File: src/rtl/rv_exec_issue_ctrl.sv
// Issue controller in front of the RV64 execute stage: routes ALU/MDU ops, tracks the
// single outstanding MDU destination for hazards and arbitrates the shared GPR write-back.
module rv_exec_issue_ctrl #(
  parameter int unsigned REG_AW     = 5,
  parameter int unsigned MD_TIMEOUT = 255,
  parameter int unsigned STALL_W    = 16
) (
  input  logic              clk_i,
  input  logic              rst_ni,
  input  logic              in_valid_i,
  output logic              in_ready_o,
  input  logic              in_is_md_i,
  input  logic [REG_AW-1:0] in_rd_i,
  input  logic [REG_AW-1:0] in_rs1_i,
  input  logic [REG_AW-1:0] in_rs2_i,
  input  logic              in_uses_rs2_i,
  output logic              alu_issue_o,
  output logic              md_start_o,
  output logic [REG_AW-1:0] iss_rd_o,
  input  logic              md_done_i,
  output logic              wb_valid_o,
  output logic              wb_src_o,
  output logic [REG_AW-1:0] wb_rd_o,
  output logic              md_timeout_o,
  output logic [STALL_W-1:0] stall_cnt_o
);

  typedef enum logic [1:0] {
    ST_IDLE    = 2'd0,
    ST_MD_BUSY = 2'd1,
    ST_ERR     = 2'd2
  } state_e;

  localparam logic [7:0]         TMO_LAST  = 8'(MD_TIMEOUT - 1);
  localparam logic [STALL_W-1:0] STALL_MAX = {STALL_W{1'b1}};
  localparam logic [REG_AW-1:0]  RD_ZERO   = {REG_AW{1'b0}};

  state_e              state_q, state_d;
  logic [7:0]          timer_q, timer_d;
  logic                pend_v_q, pend_v_d;
  logic [REG_AW-1:0]   pend_rd_q, pend_rd_d;
  logic                alu_issue_q, alu_issue_d;
  logic                md_start_q, md_start_d;
  logic [REG_AW-1:0]   iss_rd_q, iss_rd_d;
  logic                wb_valid_q, wb_valid_d;
  logic                wb_src_q, wb_src_d;
  logic [REG_AW-1:0]   wb_rd_q, wb_rd_d;
  logic                md_timeout_q, md_timeout_d;
  logic [STALL_W-1:0]  stall_q, stall_d;

  logic md_done_eff;
  logic hazard;
  logic in_ready;
  logic accept;

  // Hazard detection and the input handshake; md_done is not honoured in the md_start cycle.
  always_comb begin
    md_done_eff = (state_q == ST_MD_BUSY) && md_done_i && !md_start_q;
    hazard      = pend_v_q && ((in_rs1_i == pend_rd_q) ||
                               (in_uses_rs2_i && (in_rs2_i == pend_rd_q)) ||
                               (in_rd_i == pend_rd_q));
    if (!rst_ni) begin
      in_ready = 1'b0;
    end else if (state_q == ST_ERR) begin
      in_ready = 1'b0;
    end else if (hazard) begin
      in_ready = 1'b0;
    end else if (in_is_md_i) begin
      in_ready = (state_q == ST_IDLE);
    end else begin
      // an ALU write-back would collide with the MDU write-back on the same edge
      in_ready = !md_done_eff;
    end
    accept = in_valid_i && in_ready;
  end

  // Next-state: FSM, timeout timer, scoreboard, issue pulses, write-back arbitration, stall counter.
  always_comb begin
    state_d      = state_q;
    timer_d      = timer_q;
    pend_v_d     = pend_v_q;
    pend_rd_d    = pend_rd_q;
    md_timeout_d = md_timeout_q;
    alu_issue_d  = 1'b0;
    md_start_d   = 1'b0;
    iss_rd_d     = RD_ZERO;
    wb_valid_d   = 1'b0;
    wb_src_d     = 1'b0;
    wb_rd_d      = RD_ZERO;
    stall_d      = stall_q;

    case (state_q)
      ST_IDLE: begin
        if (accept && in_is_md_i) begin
          state_d = ST_MD_BUSY;
          timer_d = 8'd0;
        end else begin
          state_d = ST_IDLE;
        end
      end
      ST_MD_BUSY: begin
        if (md_done_eff) begin
          state_d = ST_IDLE;
        end else if (timer_q == TMO_LAST) begin
          state_d      = ST_ERR;
          md_timeout_d = 1'b1;
        end else begin
          timer_d = timer_q + 8'd1;
        end
      end
      ST_ERR: begin
        state_d = ST_ERR;
      end
      default: begin
        state_d = ST_IDLE;
      end
    endcase

    if (md_done_eff) begin
      pend_v_d = 1'b0;
    end else if (accept && in_is_md_i && (in_rd_i != RD_ZERO)) begin
      pend_v_d  = 1'b1;
      pend_rd_d = in_rd_i;
    end else begin
      pend_v_d = pend_v_q;
    end

    if (accept) begin
      alu_issue_d = !in_is_md_i;
      md_start_d  = in_is_md_i;
      iss_rd_d    = in_rd_i;
    end else begin
      alu_issue_d = 1'b0;
    end

    if (md_done_eff) begin
      wb_valid_d = pend_v_q;
      wb_src_d   = pend_v_q;
      wb_rd_d    = pend_v_q ? pend_rd_q : RD_ZERO;
    end else if (accept && !in_is_md_i && (in_rd_i != RD_ZERO)) begin
      wb_valid_d = 1'b1;
      wb_src_d   = 1'b0;
      wb_rd_d    = in_rd_i;
    end else begin
      wb_valid_d = 1'b0;
    end

    if (in_valid_i && !in_ready && (stall_q != STALL_MAX)) begin
      stall_d = stall_q + STALL_W'(1);
    end else begin
      stall_d = stall_q;
    end
  end

  // State and output registers with synchronous active-low reset.
  always_ff @(posedge clk_i) begin
    if (!rst_ni) begin
      state_q      <= ST_IDLE;
      timer_q      <= 8'd0;
      pend_v_q     <= 1'b0;
      pend_rd_q    <= RD_ZERO;
      alu_issue_q  <= 1'b0;
      md_start_q   <= 1'b0;
      iss_rd_q     <= RD_ZERO;
      wb_valid_q   <= 1'b0;
      wb_src_q     <= 1'b0;
      wb_rd_q      <= RD_ZERO;
      md_timeout_q <= 1'b0;
      stall_q      <= {STALL_W{1'b0}};
    end else begin
      state_q      <= state_d;
      timer_q      <= timer_d;
      pend_v_q     <= pend_v_d;
      pend_rd_q    <= pend_rd_d;
      alu_issue_q  <= alu_issue_d;
      md_start_q   <= md_start_d;
      iss_rd_q     <= iss_rd_d;
      wb_valid_q   <= wb_valid_d;
      wb_src_q     <= wb_src_d;
      wb_rd_q      <= wb_rd_d;
      md_timeout_q <= md_timeout_d;
      stall_q      <= stall_d;
    end
  end

  assign in_ready_o   = in_ready;
  assign alu_issue_o  = alu_issue_q;
  assign md_start_o   = md_start_q;
  assign iss_rd_o     = iss_rd_q;
  assign wb_valid_o   = wb_valid_q;
  assign wb_src_o     = wb_src_q;
  assign wb_rd_o      = wb_rd_q;
  assign md_timeout_o = md_timeout_q;
  assign stall_cnt_o  = stall_q;

endmodule
File: config.mk
export PLATFORM = sky130hd
export DESIGN_NAME = rv_exec_issue_ctrl
export DESIGN_NICKNAME = d
export VERILOG_FILES = /design/src/rtl/rv_exec_issue_ctrl.sv
export SDC_FILE = /design/constraint.sdc
export NUM_CORES = 1
export LEC_CHECK = 0
export BUFFER_PORTS_ARGS = -buffer_cell sky130_fd_sc_hd__buf_2
export CAP_MARGIN = 15
export CORE_ASPECT_RATIO = 1.75
export CORE_UTILIZATION = 50
export CTS_CLUSTER_DIAMETER = 200
export DETAILED_ROUTE_END_ITERATION = 12
export GPL_ROUTABILITY_DRIVEN = 0
export GPL_TIMING_DRIVEN = 0
export PLACE_DENSITY = 0.72
export SLEW_MARGIN = 40
export SYNTH_ARGS = -nofsm -noshare
export SYNTH_HDL_FRONTEND = slang
export SYNTH_SLANG_ARGS = --single-unit
File: constraint.sdc
create_clock -name clk_i -period 4.4 [get_ports clk_i]
set_clock_uncertainty 0.1 [all_clocks]
set_input_delay 0.22 -clock clk_i [delete_from_list [all_inputs] [get_ports clk_i]]
set_output_delay 0.22 -clock clk_i [all_outputs]
set_load 0.1 [all_outputs]
==> summary.md <==
| Metric | Value |
|---|---|
| Unrepaired setup endpoints after global routing | false |
| DR vias | 2070 |
| Mapped Area | 2320 um^2 |
| Sequential area share after synthesis | 0.405 |
| Area Growth Syn to Fin | 18.0% |
| Antenna violations before repair | 0 |
| Slew Limit Fails | 0 |
| Final setup violation count | 0 |
| Synth area leader | dfxtp_1 |
| Row count | 32 |
| Commonest cells post-synth | dfxtp_1 (47), nor2_1 (30), nand2_1 (26), nand3_1 (18), xnor2_1 (16) |
| Critical path class | register to output port |
| Status | completed |
| Pwr dens | 306 nW/um^2 |
| WP data arrival | 2.12 ns |
| Pin count of the biggest net entering global routing | 14 |
| Detailed-route wire length | 5.18 mm |
| Cts hold-fix bufs | 0 |
| Syn Inst Count | 262 |
| Unique masters post-synth | 45 |
| Yosys reg bits | 47 |
| LEAKAGE | 1.23 nW |
| FMAX | 409 MHz |
| HPWL after DPL | 3.95 mm |
| Cells after DPL | 365 |
| Vias in the first global route | 1939 |
| Fill cell count | 432 |
| Port Buffers | 52 |
| Remaining DRCs | 0 |
| Cell with the most instances after synthesis | dfxtp_1 |
| Post-DR wirelength/cell | 13.9 um |
| Num ports | 53 |
| Yosys Warn Count | 0 |
| Max-capacitance violation count | 0 |
| ANT nets after route | 0 |
| Nets | 345 |
| Setup TNS Final | 0 ns |
| Ys async rst share | 0 |
| Global-route wire length before repair | 8.74 mm |
| GR Util All Layers | 0.236 |
| PostCTS Resize Cnt | 0 |
| Hold Fails Final Rpt | 0 |
| Critical path launch point type | register |
| Vias per inst | 5.56 |
| Final core occ | 0.616 |
| ANT cells | 0 |
| Most area-consuming cells after synthesis | dfxtp_1 (41%), xnor2_1 (6.0%), mux2i_1 (5.2%) |
| Period utilization | 0.555 |
| Share of layout cells above drive strength 1 | 0.246 |
| Post-Layout Cell Count | 372 |
| Max_slew headroom | 0.529 |
| Dominant synthesized flop cell | dfxtp_1 |
| Initial Util | 0.522 |
| Post-synth EDFFs | 0 |
| Setup Fix Bufs, Post-CTS | 0 |
| Root Driver | clkbuf_8 |
| Grt total ovfl | 0 |
| Peak supply drop | 168 uV |
| Die area | 4930 um^2 |
| Max Root-Sink Buffers | 2 |
| Starting DRT DRC Count | 52 |
| CTS tree | done |
| Crit end category | output port |
| Net Count, Synth | 286 |
| CTS Buf Count | 5 |
| Core Area | 4440 um^2 |
| WP data required | 4.08 ns |
| Die Y | 92.1 um |
| Worst-path clk slew | 0.08 ns |
| Clock sinks | 47 |
| Synth top area share | 0.405 |
| CTS H-tree depth | 2 |
| Syn Area/Cell | 8.86 um^2 |
| Clock Latency Late Sink | 0.29 ns |
| Hold Path Class | input pin to register |
| Worst-margin pin slew | 0.700 ns |
| Die width | 53.5 um |
| Post-layout minimum cycle time | 2.44 ns |
| Max FO, Critical Path | 10 |
| Pre-Repair DR Iteration Count | 4 |
## final timing paths
kind,slack (ns),end,start,depth (start not counted)
worst max-delay path,1.96,in_ready_o,pend_rd_q[1]$_SDFFE_PN0P_,7
worst min-delay path,0.11,alu_issue_o$_SDFF_PN0_,in_is_md_i,2
worst max register to register,2.20,pend_rd_q[2]$_SDFFE_PN0P_,pend_rd_q[1]$_SDFFE_PN0P_,9
worst min register to register,0.38,md_timeout_o$_SDFFE_PN0P_,md_timeout_o$_SDFFE_PN0P_,2
## registers in the layout, summed over array words and instances, names as in the netlist
register,flops
alu_issue_o,1
wb_rd_o,5
pend_v_q,1
stall_cnt_o,16
state_q,2
iss_rd_o,5
md_start_o,1
pend_rd_q,5
wb_src_o,1
timer_q,8
md_timeout_o,1
wb_valid_o,1
## logic make-up after synthesis
group | Yosys count | share of synthesized area
simple gates | 122 | 0.291
flops | 47 | 0.405
compound gates | 37 | 0.107
xor+xnor | 23 | 0.0868
buf+inv | 18 | 0.0420
mux | 12 | 0.0518
fa+ha+maj | 3 | 0.0162
## per-stage QoR
| stage | setup slack (ns) | cell area, um^2 | power, mW | hold WS (ns) |
|---|---|---|---|---|
| 2_1_floorplan | 1.68 | 2320 | 0.554 | 0.222 |
| 3_3_place_gp | 2.24 | 2650 | 0.588 | 0.349 |
| 3_5_place_dp | 2.20 | 2650 | 0.590 | 0.369 |
| 4_1_cts | 1.95 | 2740 | 0.849 | 0.100 |
| 5_1_grt | 1.85 | 2740 | 0.881 | 0.105 |
| 6_report | 1.96 | 2740 | 0.839 | 0.109 |
## cell type report
| class | instances | area [um^2] | share of cell area |
|---|---|---|---|
| Tap cell | 51 | 63.8 | 0.0233 |
| Clock buffer | 6 | 82.6 | 0.0302 |
| Timing Repair Buffer | 52 | 260 | 0.0950 |
| Multi-Input combinational cell | 197 | 1290 | 0.471 |
| Sequential cell | 47 | 941 | 0.344 |
| Buffer | 13 | 78.8 | 0.0288 |
| Clock inverter | 1 | 5.00 | 0.00183 |
| Inverter | 5 | 18.8 | 0.00685 |
## cells in the final DEF, fill, tap and decap left out, types with 2 or more instances in the layout
master    count
buf_2        55
nand4_1       6
nor3b_2       2
clkbuf_1      6
nor2_1       30
inv_1         5
o22ai_1       2
nand3_1      18
nor2b_1       2
a22o_1        5
nand2b_1      9
a31oi_1       5
nor3_1        6
o21ai_0      10
ha_1          3
nand2_1      26
buf_6         3
xor2_1        7
xnor2_1      16
a21oi_1       6
clkbuf_8      6
dfxtp_1      47
nor4_2        2
mux2i_1      12
and3_1       11
## layer usage
| metal | global-route usage | part of all wire |
|---|---|---|
| met5 | 0 | 0 |
| met2 | 0.423 | 0.53 |
| met1 | 0.252 | 0.40 |
| met3 | 0.0464 | 0.053 |
| met4 | 0.101 | 0.018 |
## report_power, final
group	leakage [nW]	internal [mW]	switching [mW]
clock network	0.0470	0.123	0.136
registers	0.381	0.434	0.00478
logic	0.807	0.0383	0.103
total	1.23	0.596	0.243
## worst max-delay path: stages (launching register included)
cell	delay, ns
dfxtp_1	0.30
buf_4	0.15
xnor2_1	0.13
and3_1	0.18
a2bb2o_2	0.26
nor3b_2	0.21
buf_6	0.17
buf_2	0.43
(Power assumes the default switching activity.)
